<file path="src/rtl/cnn_layer_accel_weight_table_ctrl.sv">
// cnn_layer_accel_weight_table_ctrl
//
// Job-level sequencer for the CE weight table. The block accepts one job
// descriptor and streams (num_kernels+1) 3x3 kernels of weights into the
// table in config mode. It then issues the per-cycle weight sequence
// addresses for every kernel, and returns to idle once the table reports
// last_kernel.
//
// Ports
//   clk, rst           clock, synchronous active-high reset
//   job_valid/ready    job descriptor handshake (ready only in IDLE)
//   job_num_kernels    kernels in job minus 1
//   wht_in_*           weight word stream (ready only in LOAD)
//   exec_stall         freezes EXEC stepping while high
//   last_kernel        table's delayed "final kernel reached" flag
//   config_mode        table in config (write) mode
//   job_accept         1-cycle pulse after the job handshake
//   num_kernels        latched job_num_kernels
//   wht_config_*       table write strobe / data
//   wht_seq_addr0/1    even/odd weight index of the current step
//   wht_seq_pad        lane 1 points past the last weight (zero-masked)
//   ce_execute         table read enable request
//   next_kernel        pulse with each kernel's final step
//   job_done           1-cycle pulse when the job is complete
//
// Handshake: a transfer happens on a rising edge where both valid and ready
// are high. Ready is registered and depends only on state; valid may depend
// on ready.
module cnn_layer_accel_weight_table_ctrl #(
  parameter int C_KERNEL_WORDS = 9,
  parameter int C_SEQ_LEN      = 5,
  parameter int C_NK_WIDTH     = 6
) (
  input  logic                  clk,
  input  logic                  rst,
  input  logic                  job_valid,
  output logic                  job_ready,
  input  logic [C_NK_WIDTH-1:0] job_num_kernels,
  input  logic                  wht_in_valid,
  output logic                  wht_in_ready,
  input  logic [15:0]           wht_in_data,
  input  logic                  exec_stall,
  input  logic                  last_kernel,
  output logic                  config_mode,
  output logic                  job_accept,
  output logic [C_NK_WIDTH-1:0] num_kernels,
  output logic                  wht_config_wren,
  output logic [15:0]           wht_config_data,
  output logic [3:0]            wht_seq_addr0,
  output logic [3:0]            wht_seq_addr1,
  output logic                  wht_seq_pad,
  output logic                  ce_execute,
  output logic                  next_kernel,
  output logic                  job_done
);

  localparam logic [2:0] S_IDLE   = 3'd0;
  localparam logic [2:0] S_ACCEPT = 3'd1;
  localparam logic [2:0] S_LOAD   = 3'd2;
  localparam logic [2:0] S_EXEC   = 3'd3;
  localparam logic [2:0] S_DRAIN  = 3'd4;

  localparam logic [3:0] WORD_LAST = 4'(C_KERNEL_WORDS - 1);
  localparam logic [2:0] STEP_LAST = 3'(C_SEQ_LEN - 1);
  localparam logic [4:0] PAD_FROM  = 5'(C_KERNEL_WORDS);

  logic [2:0]            state_q, state_d;
  logic [3:0]            word_cnt_q, word_cnt_d;
  logic [2:0]            step_q, step_d;
  logic [C_NK_WIDTH:0]   kern_cnt_q, kern_cnt_d;
  logic [C_NK_WIDTH-1:0] num_kernels_q, num_kernels_d;

  logic                  job_ready_q, job_ready_d;
  logic                  wht_in_ready_q, wht_in_ready_d;
  logic                  config_mode_q, config_mode_d;
  logic                  job_accept_q, job_accept_d;
  logic                  wren_q, wren_d;
  logic [15:0]           wdata_q, wdata_d;
  logic [3:0]            addr0_q, addr0_d;
  logic [3:0]            addr1_q, addr1_d;
  logic                  pad_q, pad_d;
  logic                  ce_execute_q, ce_execute_d;
  logic                  next_kernel_q, next_kernel_d;
  logic                  job_done_q, job_done_d;

  logic                  kern_last;

  // kern_cnt is one bit wider than num_kernels so it never wraps at max.
  assign kern_last = (kern_cnt_q == {1'b0, num_kernels_q});

  always_comb begin
    state_d       = state_q;
    word_cnt_d    = word_cnt_q;
    step_d        = step_q;
    kern_cnt_d    = kern_cnt_q;
    num_kernels_d = num_kernels_q;
    job_accept_d  = 1'b0;
    wren_d        = 1'b0;
    wdata_d       = wdata_q;
    addr0_d       = addr0_q;
    addr1_d       = addr1_q;
    pad_d         = pad_q;
    ce_execute_d  = 1'b0;
    next_kernel_d = 1'b0;
    job_done_d    = 1'b0;

    case (state_q)
      S_IDLE: begin
        if (job_valid) begin
          num_kernels_d = job_num_kernels;
          job_accept_d  = 1'b1;
          state_d       = S_ACCEPT;
        end
      end
      S_ACCEPT: begin
        // One quiet cycle so the table can clear its own counters.
        word_cnt_d = '0;
        kern_cnt_d = '0;
        step_d     = '0;
        state_d    = S_LOAD;
      end
      S_LOAD: begin
        if (wht_in_valid) begin
          wren_d  = 1'b1;
          wdata_d = wht_in_data;
          if (word_cnt_q == WORD_LAST) begin
            word_cnt_d = '0;
            if (kern_last) begin
              kern_cnt_d = '0;
              state_d    = S_EXEC;
            end else begin
              kern_cnt_d = kern_cnt_q + 1'b1;
            end
          end else begin
            word_cnt_d = word_cnt_q + 1'b1;
          end
        end
      end
      S_EXEC: begin
        // Addresses always show the pending step, so a stall presents the
        // step that will issue when the stall clears.
        addr0_d = {step_q, 1'b0};
        addr1_d = {step_q, 1'b1};
        pad_d   = ({1'b0, step_q, 1'b1} >= PAD_FROM);
        if (!exec_stall) begin
          ce_execute_d = 1'b1;
          if (step_q == STEP_LAST) begin
            step_d        = '0;
            next_kernel_d = 1'b1;
            if (kern_last) begin
              kern_cnt_d = '0;
              state_d    = S_DRAIN;
            end else begin
              kern_cnt_d = kern_cnt_q + 1'b1;
            end
          end else begin
            step_d = step_q + 1'b1;
          end
        end
      end
      S_DRAIN: begin
        if (last_kernel) begin
          job_done_d = 1'b1;
          state_d    = S_IDLE;
        end
      end
      default: state_d = S_IDLE;
    endcase

    job_ready_d    = (state_d == S_IDLE);
    wht_in_ready_d = (state_d == S_LOAD);
    // Stays high one cycle past LOAD so the final registered write lands
    // while the table is still in config mode.
    config_mode_d  = (state_d == S_ACCEPT) || (state_d == S_LOAD) ||
                     (state_q == S_LOAD);
  end

  always_ff @(posedge clk) begin
    if (rst) begin
      state_q        <= S_IDLE;
      word_cnt_q     <= '0;
      step_q         <= '0;
      kern_cnt_q     <= '0;
      num_kernels_q  <= '0;
      job_ready_q    <= 1'b1;
      wht_in_ready_q <= 1'b0;
      config_mode_q  <= 1'b0;
      job_accept_q   <= 1'b0;
      wren_q         <= 1'b0;
      wdata_q        <= '0;
      addr0_q        <= '0;
      addr1_q        <= '0;
      pad_q          <= 1'b0;
      ce_execute_q   <= 1'b0;
      next_kernel_q  <= 1'b0;
      job_done_q     <= 1'b0;
    end else begin
      state_q        <= state_d;
      word_cnt_q     <= word_cnt_d;
      step_q         <= step_d;
      kern_cnt_q     <= kern_cnt_d;
      num_kernels_q  <= num_kernels_d;
      job_ready_q    <= job_ready_d;
      wht_in_ready_q <= wht_in_ready_d;
      config_mode_q  <= config_mode_d;
      job_accept_q   <= job_accept_d;
      wren_q         <= wren_d;
      wdata_q        <= wdata_d;
      addr0_q        <= addr0_d;
      addr1_q        <= addr1_d;
      pad_q          <= pad_d;
      ce_execute_q   <= ce_execute_d;
      next_kernel_q  <= next_kernel_d;
      job_done_q     <= job_done_d;
    end
  end

  assign job_ready       = job_ready_q;
  assign wht_in_ready    = wht_in_ready_q;
  assign config_mode     = config_mode_q;
  assign job_accept      = job_accept_q;
  assign num_kernels     = num_kernels_q;
  assign wht_config_wren = wren_q;
  assign wht_config_data = wdata_q;
  assign wht_seq_addr0   = addr0_q;
  assign wht_seq_addr1   = addr1_q;
  assign wht_seq_pad     = pad_q;
  assign ce_execute      = ce_execute_q;
  assign next_kernel     = next_kernel_q;
  assign job_done        = job_done_q;

endmodule

</file>
<file path="config.mk">
export PLATFORM = sky130hd
export DESIGN_NAME = cnn_layer_accel_weight_table_ctrl
export DESIGN_NICKNAME = d
export VERILOG_FILES = /design/src/rtl/cnn_layer_accel_weight_table_ctrl.sv
export SDC_FILE = /design/constraint.sdc
export NUM_CORES = 1
export LEC_CHECK = 0
export CORE_ASPECT_RATIO = 1.2
export CORE_MARGIN = 4
export CORE_UTILIZATION = 42
export CTS_CLUSTER_SIZE = 40
export DETAILED_ROUTE_END_ITERATION = 12
export PLACE_DENSITY = 0.83
export SYNTH_ARGS = -nofsm -noshare
export SYNTH_HDL_FRONTEND = slang
export SYNTH_SLANG_ARGS = --single-unit
</file>
<file path="constraint.sdc">
create_clock -name clk -period 1.6 [get_ports clk]
set_input_delay 0.32 -clock clk [delete_from_list [all_inputs] [get_ports clk]]
set_output_delay 0.32 -clock clk [all_outputs]
set_load 0.01 [all_outputs]
</file>
==> flow_metrics.py, run 1 <==
metrics = {
    "outcome": {
        "status": "finished clean",
    },
    "logic_synthesis": {
        "seq_area_frac_synth_pct": 45.56,
        "synth_cell_type_count": 43,
        "synth.top_cells.by_count": "65 x nand2_1, 52 x dfxtp_1, 39 x a21oi_1, 18 x nor2_1, 9 x nand3_1",
        "synthTopCellsByArea": "dfxtp_1 46%, nand2_1 11%, a21oi_1 8.5%",
        "yosysWarnings": 0,
        "syn_area_per_cell_um2": 8.278,
        "synth_top_area_share_pct": 45.56,
        "syn-num-nets": 309,
        "synthArstFlopShare_pct": 0,
        "synth_area_um2": 2285,
        "synth_edf_count": 0,
        "synth_top_area_cell": "dfxtp_1",
        "ys_ff_latch": 52,
        "synth_most_common_cell": "nand2_1",
        "synthCells": 276,
        "synthFlopType": "dfxtp_1",
    },
    "floorplanning": {
        "die_w_um": 75.33,
        "io_pins": 67,
        "die_h_um": 88.80,
        "dieArea_um2": 6689,
        "start_util_pct": 43.13,
        "core-area_um2": 5298,
        "num_rows": 29,
    },
    "setup_path": {
        "cp_max_fo": 7,
        "critPathArrivalTime_ns": 1.74,
        "worst_path_max_delay_cell": "dfxtp_2",
        "timing.rr.start": "word_cnt_q[0]",
        "endpoint_kind": "flip-flop",
        "cp-startpoint": "word_cnt_q[0]",
        "path_cells": "inv_1 -> ha_1 -> and3b_2 -> a31oi_4 -> or2_4 -> a22oi_1 -> a21oi_1",
        "cp-start-kind": "flip-flop",
        "slowest_delay_ns": 0.33,
        "path_class": "reg2reg",
        "crit_required_ns": 1.79,
        "cpLargestDelayFamily": "simple AND/OR/NAND/NOR gates",
        "critPathBufInv": 1,
    },
    "sta": {
        "rsz0062_at_grt": "yes",
        "drv_slew": 0,
        "setup_viol_count_final": 0,
        "fin_crit_sh_pct": 96.79,
        "finalSetupTns_ns": 0,
        "min_period_ns": 1.549,
        "hold_viol_final": 0,
        "fin_ws_ns": 0.05142,
        "max_freq_mhz": 645.8,
        "finClkSkew_ns": 0.01379,
        "hold_slack_ns": 0.4592,
    },
    "drt": {
        "first_iter_violations": 103,
        "wl_per_cell_um": 13.22,
        "ant_nets": 0,
        "num_vias": 2235,
        "wl_mm": 5.594,
        "drc_errors": 0,
        "viasPerCell": 5.284,
        "firstDrtPassIters": 4,
    },
    "power": {
        "powerDensity_nw_per_um2": 826.2,
        "power_uw": 2752,
        "p_leak_uw": 0.001350,
        "ir_drop_uv": 623.1,
    },
    "cells_and_area": {
        "syn_to_final_growth_pct": 45.78,
        "drive_above_1_share_pct": 16.62,
        "fillCellCount": 445,
        "fin_area_um2": 3331,
        "multi_input_area_um2": 1165,
        "ff_latch_area_um2": 1049,
        "fin_nets": 393,
        "antenna_cells": 0,
    },
    "clock_tree": {
        "postCtsHoldBufs": 0,
        "cts-root-buf": "clkbuf_8",
        "clock_path_buffers": 2,
        "cts_tree": "yes",
        "cts_setup_buffers": 0,
        "clkTransAtPathRegs_ns": 0.10,
        "htreeDepth": 2,
        "clk_latency_ns": 0.31,
        "cts_sinks": 52,
        "cts_buffers": 5,
    },
    "worst_hold_path": {
        "worstHoldPathType": "reg2reg",
        "min-delay-start": "wht_config_data[3]",
    },
    "global_routing": {
        "grt.busiest_layer": "met2",
        "grt_max_degree": 37,
        "use_met1_pct": 19.41,
        "grt_pass1_vias": 2031,
        "grt_pass1_wl_mm": 8.790,
        "use_met2_pct": 29.54,
        "met3_usage_pct": 5.000,
        "grt_overflow_total": 0,
        "antenna_found_initial": 0,
        "track_usage_pct": 16.87,
    },
    "placed_design": {
        "dp_slack_ns": -0.2901,
        "numPortBuffers": 65,
        "placed_area_um2": 3148,
        "dp_hpwl_mm": 4.073,
        "routabilityCongestion": 0.9227,
    },
    "run": {
        "max-cap-violations": 0,
    },
}
## where the power goes
part / switching (uW) / internal, uW
clock network: 437 / 512
registers: 33.3 / 1340
logic: 206 / 229
total: 676 / 2080
## logic make-up after synthesis
logic type	share of synthesized area, %
adders and majority gates	2.738
other	0.1641
xor gates and xnor gates	2.300
and+or+nand+nor	26.56
buffers and inverters	5.531
DFF	45.56
AOI/OAI and AO/OA	17.14
## final timing paths
kind	endpoint	slack, ns	cells past startpoint
setup / recovery	kern_cnt_q[3]	0.05	7
hold / removal	wht_config_data[3]	0.46	2
setup reg to reg	kern_cnt_q[3]	0.05	7
hold reg to reg	wht_config_data[3]	0.46	2
## flip-flops by register name, indices dropped and copies added, names as in the netlist
signal / count
ce_execute: 1
config_mode: 1
job_accept: 1
job_done: 1
job_ready: 1
kern_cnt_q: 7
next_kernel: 1
num_kernels: 6
state_q: 3
step_q: 3
wht_config_data: 16
wht_config_wren: 1
wht_in_ready: 1
wht_seq_addr1: 4
wht_seq_pad: 1
word_cnt_q: 4
## cell type report
cell class	instances	share of cell area [%]
Clock inverter	2	1.165
Sequential cell	52	31.48
Timing Repair Buffer	93	26.78
Multi-Input combinational cell	201	34.97
Inverter	7	0.7889
Clock buffer	6	2.479
Tap cell	62	2.329
## worst reg2reg max path, cell delays in order, from the launching register on
cell and delay, ns:
dfxtp_2 0.33, inv_1 0.04, ha_1 0.13, and3b_2 0.23, a31oi_4 0.11, or2_4 0.31
a22oi_1 0.19, a21oi_1 0.09
## per-layer routing
layer | share of wire (%) | vias to the layer above
met2 | 50 | 79
li1 | - | 1103
met5 | 0 | -
met3 | 7.7 | 9
met4 | 1.6 | 0
met1 | 41 | 1044
## through the flow
| step | instances | util (%) |
|---|---|---|
| detailed placement | 415 | 59.42 |
| floorplan | 276 | - |
| CTS | 423 | 61.76 |
| finish | 423 | 62.87 |
| global route | 423 | 62.87 |
| global placement | 415 | 59.42 |
## timing repair
item	CTS	global route
gates resized for setup	1	19
pin swaps	0	3
setup endpoints to repair	1	21
endpoints found under the hold margin	0	0
## cell usage in the layout, fill, tap and decap left out, drive strengths merged, types with 3 or more instances in the layout
master / count
a21oi: 40
a22oi: 3
a31oi: 5
and3: 3
buf: 28
clkbuf: 6
clkdlybuf4s50: 59
dfxtp: 52
dlymetal6s2s: 6
ha: 5
inv: 7
nand2: 66
nand3: 9
nand3b: 6
nor2: 18
nor2b: 4
nor3: 7
o21ai: 7
xor2: 6
Power figures use the tool's default switching activity.
==> inputs of run 2 (changes only) <==
Settings changed: CORE_UTILIZATION 42 to 30, PLACE_DENSITY 0.83 to 0.58.
==> run 2 against run 1 <==
  * Worst hold slack got worse by 0.14 ns
  * Combinational power rose by 4%
  * Clock power fell by 17%
  * Final cell count rose by 7.6%
  * Utilization fell by 17 points
  * Sequential power barely moved
  * First-iteration DRC count fell by 57%
  * Final area rose by 1.2%
  * Highest routed layer unchanged
==> flow_metrics.py, run 2 (same netlist as run 1, synthesis figures left out) <==
metrics = {
    "sta": {
        "fin_ws_ns": 0.05693,
        "hold_viol_final": 0,
        "finClkSkew_ns": 0.01058,
        "worstMarginPinSlew_ns": 0.4811,
        "max_freq_mhz": 648.1,
        "slew_headroom_pct": 67.47,
        "rsz0062_at_grt": "yes",
        "drv_slew": 0,
        "setup_viol_count_final": 0,
        "fin_crit_sh_pct": 96.44,
        "min_period_ns": 1.543,
    },
    "global_routing": {
        "grt_pass1_vias": 2077,
        "track_usage_pct": 12.94,
        "grt_max_degree": 26,
        "antenna_found_initial": 0,
        "grt_pass1_wl_mm": 9.597,
        "grt_overflow_total": 0,
    },
    "setup_path": {
        "cp_max_fo": 2,
        "cp-start-kind": "flip-flop",
        "path_class": "reg2out",
        "timing.rr.start": "kern_cnt_q[0]",
        "path_cells": "clkdlybuf4s50_1",
        "cpLargestDelayFamily": "buffers and inverters",
        "worst_path_max_delay_cell": "clkdlybuf4s50_1",
        "cp.depth": 1,
        "rrSetupSlack_ns": 0.07,
        "reg2reg_depth": 7,
        "critPathArrivalTime_ns": 1.22,
        "critPathBufInv": 1,
        "endpoint_kind": "output port",
        "slowest_delay_ns": 0.57,
        "r2r_end": "kern_cnt_q[3]",
        "crit_required_ns": 1.28,
    },
    "placed_design": {
        "numPortBuffers": 65,
        "routabilityCongestion": 0.7913,
        "dp_slack_ns": -0.3213,
        "dp_hpwl_mm": 4.260,
        "place_inst": 447,
    },
    "drt": {
        "firstDrtPassIters": 4,
        "wl_per_cell_um": 12.59,
        "drc_errors": 0,
        "ant_nets": 0,
        "num_vias": 2175,
        "viasPerCell": 4.780,
        "first_iter_violations": 44,
        "wl_mm": 5.729,
    },
    "power": {
        "p_int_uw": 1894,
        "ir_drop_uv": 379.7,
        "powerDensity_nw_per_um2": 772.8,
        "power.share.clock_pct": 30.2,
        "comb_power_share_pct": 17.3,
        "switchingPower_uw": 711.4,
        "power_frac_seq_pct": 52.5,
        "swShare_pct": 27.30,
        "p_leak_uw": 0.001296,
    },
    "cells_and_area": {
        "antenna_cells": 0,
        "layout_commonest_cell": "nand2_1",
        "final_cell_mix": "65 x nand2_1, 57 x clkdlybuf4s50_1, 43 x dfxtp_1, 39 x a21oi_1, 31 x buf_4",
        "syn_to_final_growth_pct": 47.59,
        "final_cells": 455,
        "largest_reg_flops": 16,
        "drive_above_1_share_pct": 19.73,
        "fin_nets": 397,
    },
    "clock_tree": {
        "htreeDepth": 2,
        "cts_buffers": 5,
        "clkTransAtPathRegs_ns": 0.11,
        "cts_sinks": 52,
        "clock_path_buffers": 2,
        "cts-root-buf": "clkbuf_8",
        "cts_tree": "yes",
        "cts_setup_buffers": 0,
        "clk_latency_ns": 0.31,
    },
    "outcome": {
        "status": "finished clean",
    },
    "worst_hold_path": {
        "worstHoldPathType": "in2reg",
        "hold_path_depth": 4,
        "min_to": "state_q[1]",
        "min-delay-start": "rst",
    },
    "floorplanning": {
        "dieArea_um2": 9082,
        "die_w_um": 87.67,
        "io_pins": 67,
        "core-area_um2": 7317,
        "die_h_um": 103.6,
        "num_rows": 34,
        "start_util_pct": 31.22,
    },
    "run": {
        "max-cap-violations": 0,
    },
}
==> run 2: cell count changes in the layout (fill, tap and decap cells not counted), sizes merged <==
cell / change
dlygate4sd2: +6
buf: +5
dlymetal6s2s: -5
clkdlybuf4s50: -2
inv: +2
bufinv: -1
clkbuf: -1
clkinv: -1
clkinvlp: +1
==> run 2: worst max path at each step <==
stage	start	end	slack, ns
6_report	wht_config_data[15]	wht_config_data[15]	0.06
5_1_grt	kern_cnt_q[2]	kern_cnt_q[2]	-0.02
4_1_cts	kern_cnt_q[0]	kern_cnt_q[3]	0.01
3_5_place_dp	exec_stall	kern_cnt_q[3]	-0.32
3_3_place_gp	exec_stall	kern_cnt_q[3]	-0.31
2_1_floorplan	step_q[1]	kern_cnt_q[3]	0.01
==> run 2: metal layers <==
| layer | wire length [um] | track usage (%) | vias to the layer above |
|---|---|---|---|
| met3 | 321 | 2.701 | 5 |
| li1 | - | - | 1109 |
| met5 | 0 | 0 | - |
| met2 | 2869 | 22.41 | 64 |
| met1 | 2456 | 15.31 | 997 |
| met4 | 82 | 4.825 | 0 |
==> run 2: area by class of cell <==
class / count / area [um^2]
Fill cell: 755 / 3945
Multi-Input combinational cell: 201 / 1200
Sequential cell: 52 / 1055
Timing Repair Buffer: 97 / 884.6
Tap cell: 90 / 112.6
Clock buffer: 5 / 68.82
Inverter: 7 / 26.28
Clock inverter: 3 / 25.02
==> run 2: power groups by stage <==
stage	Sequential (uW)	Clock [uW]	Combinational, uW
after floorplan	1400	0	191
after global placement	1390	0	443
after detailed placement	1390	0	442
after CTS	1370	819	444
after global routing	1380	864	493
final	1370	786	452
==> run 2: repair_timing <==
item	in CTS	in global routing
gates resized for setup	11	18
pin swaps	0	3
hold buffers	0	0
setup endpoints to repair	13	21
==> run 2: through the flow <==
step / util (%) / TNS (ns) / instance area (um^2) / power (uW) / hold WS [ns]
finish: 46.08 / 0 / 3372 / 2606 / 0.3223
global route: 46.08 / -0.03420 / 3372 / 2732 / 0.3555
CTS: 45.13 / 0 / 3302 / 2629 / 0.3226
detailed placement: 43.67 / -2.749 / 3196 / 1836 / 0.4469
global placement: 43.67 / -2.559 / 3196 / 1837 / 0.4417
floorplan: - / 0 / 2298 / 1595 / 0.4081
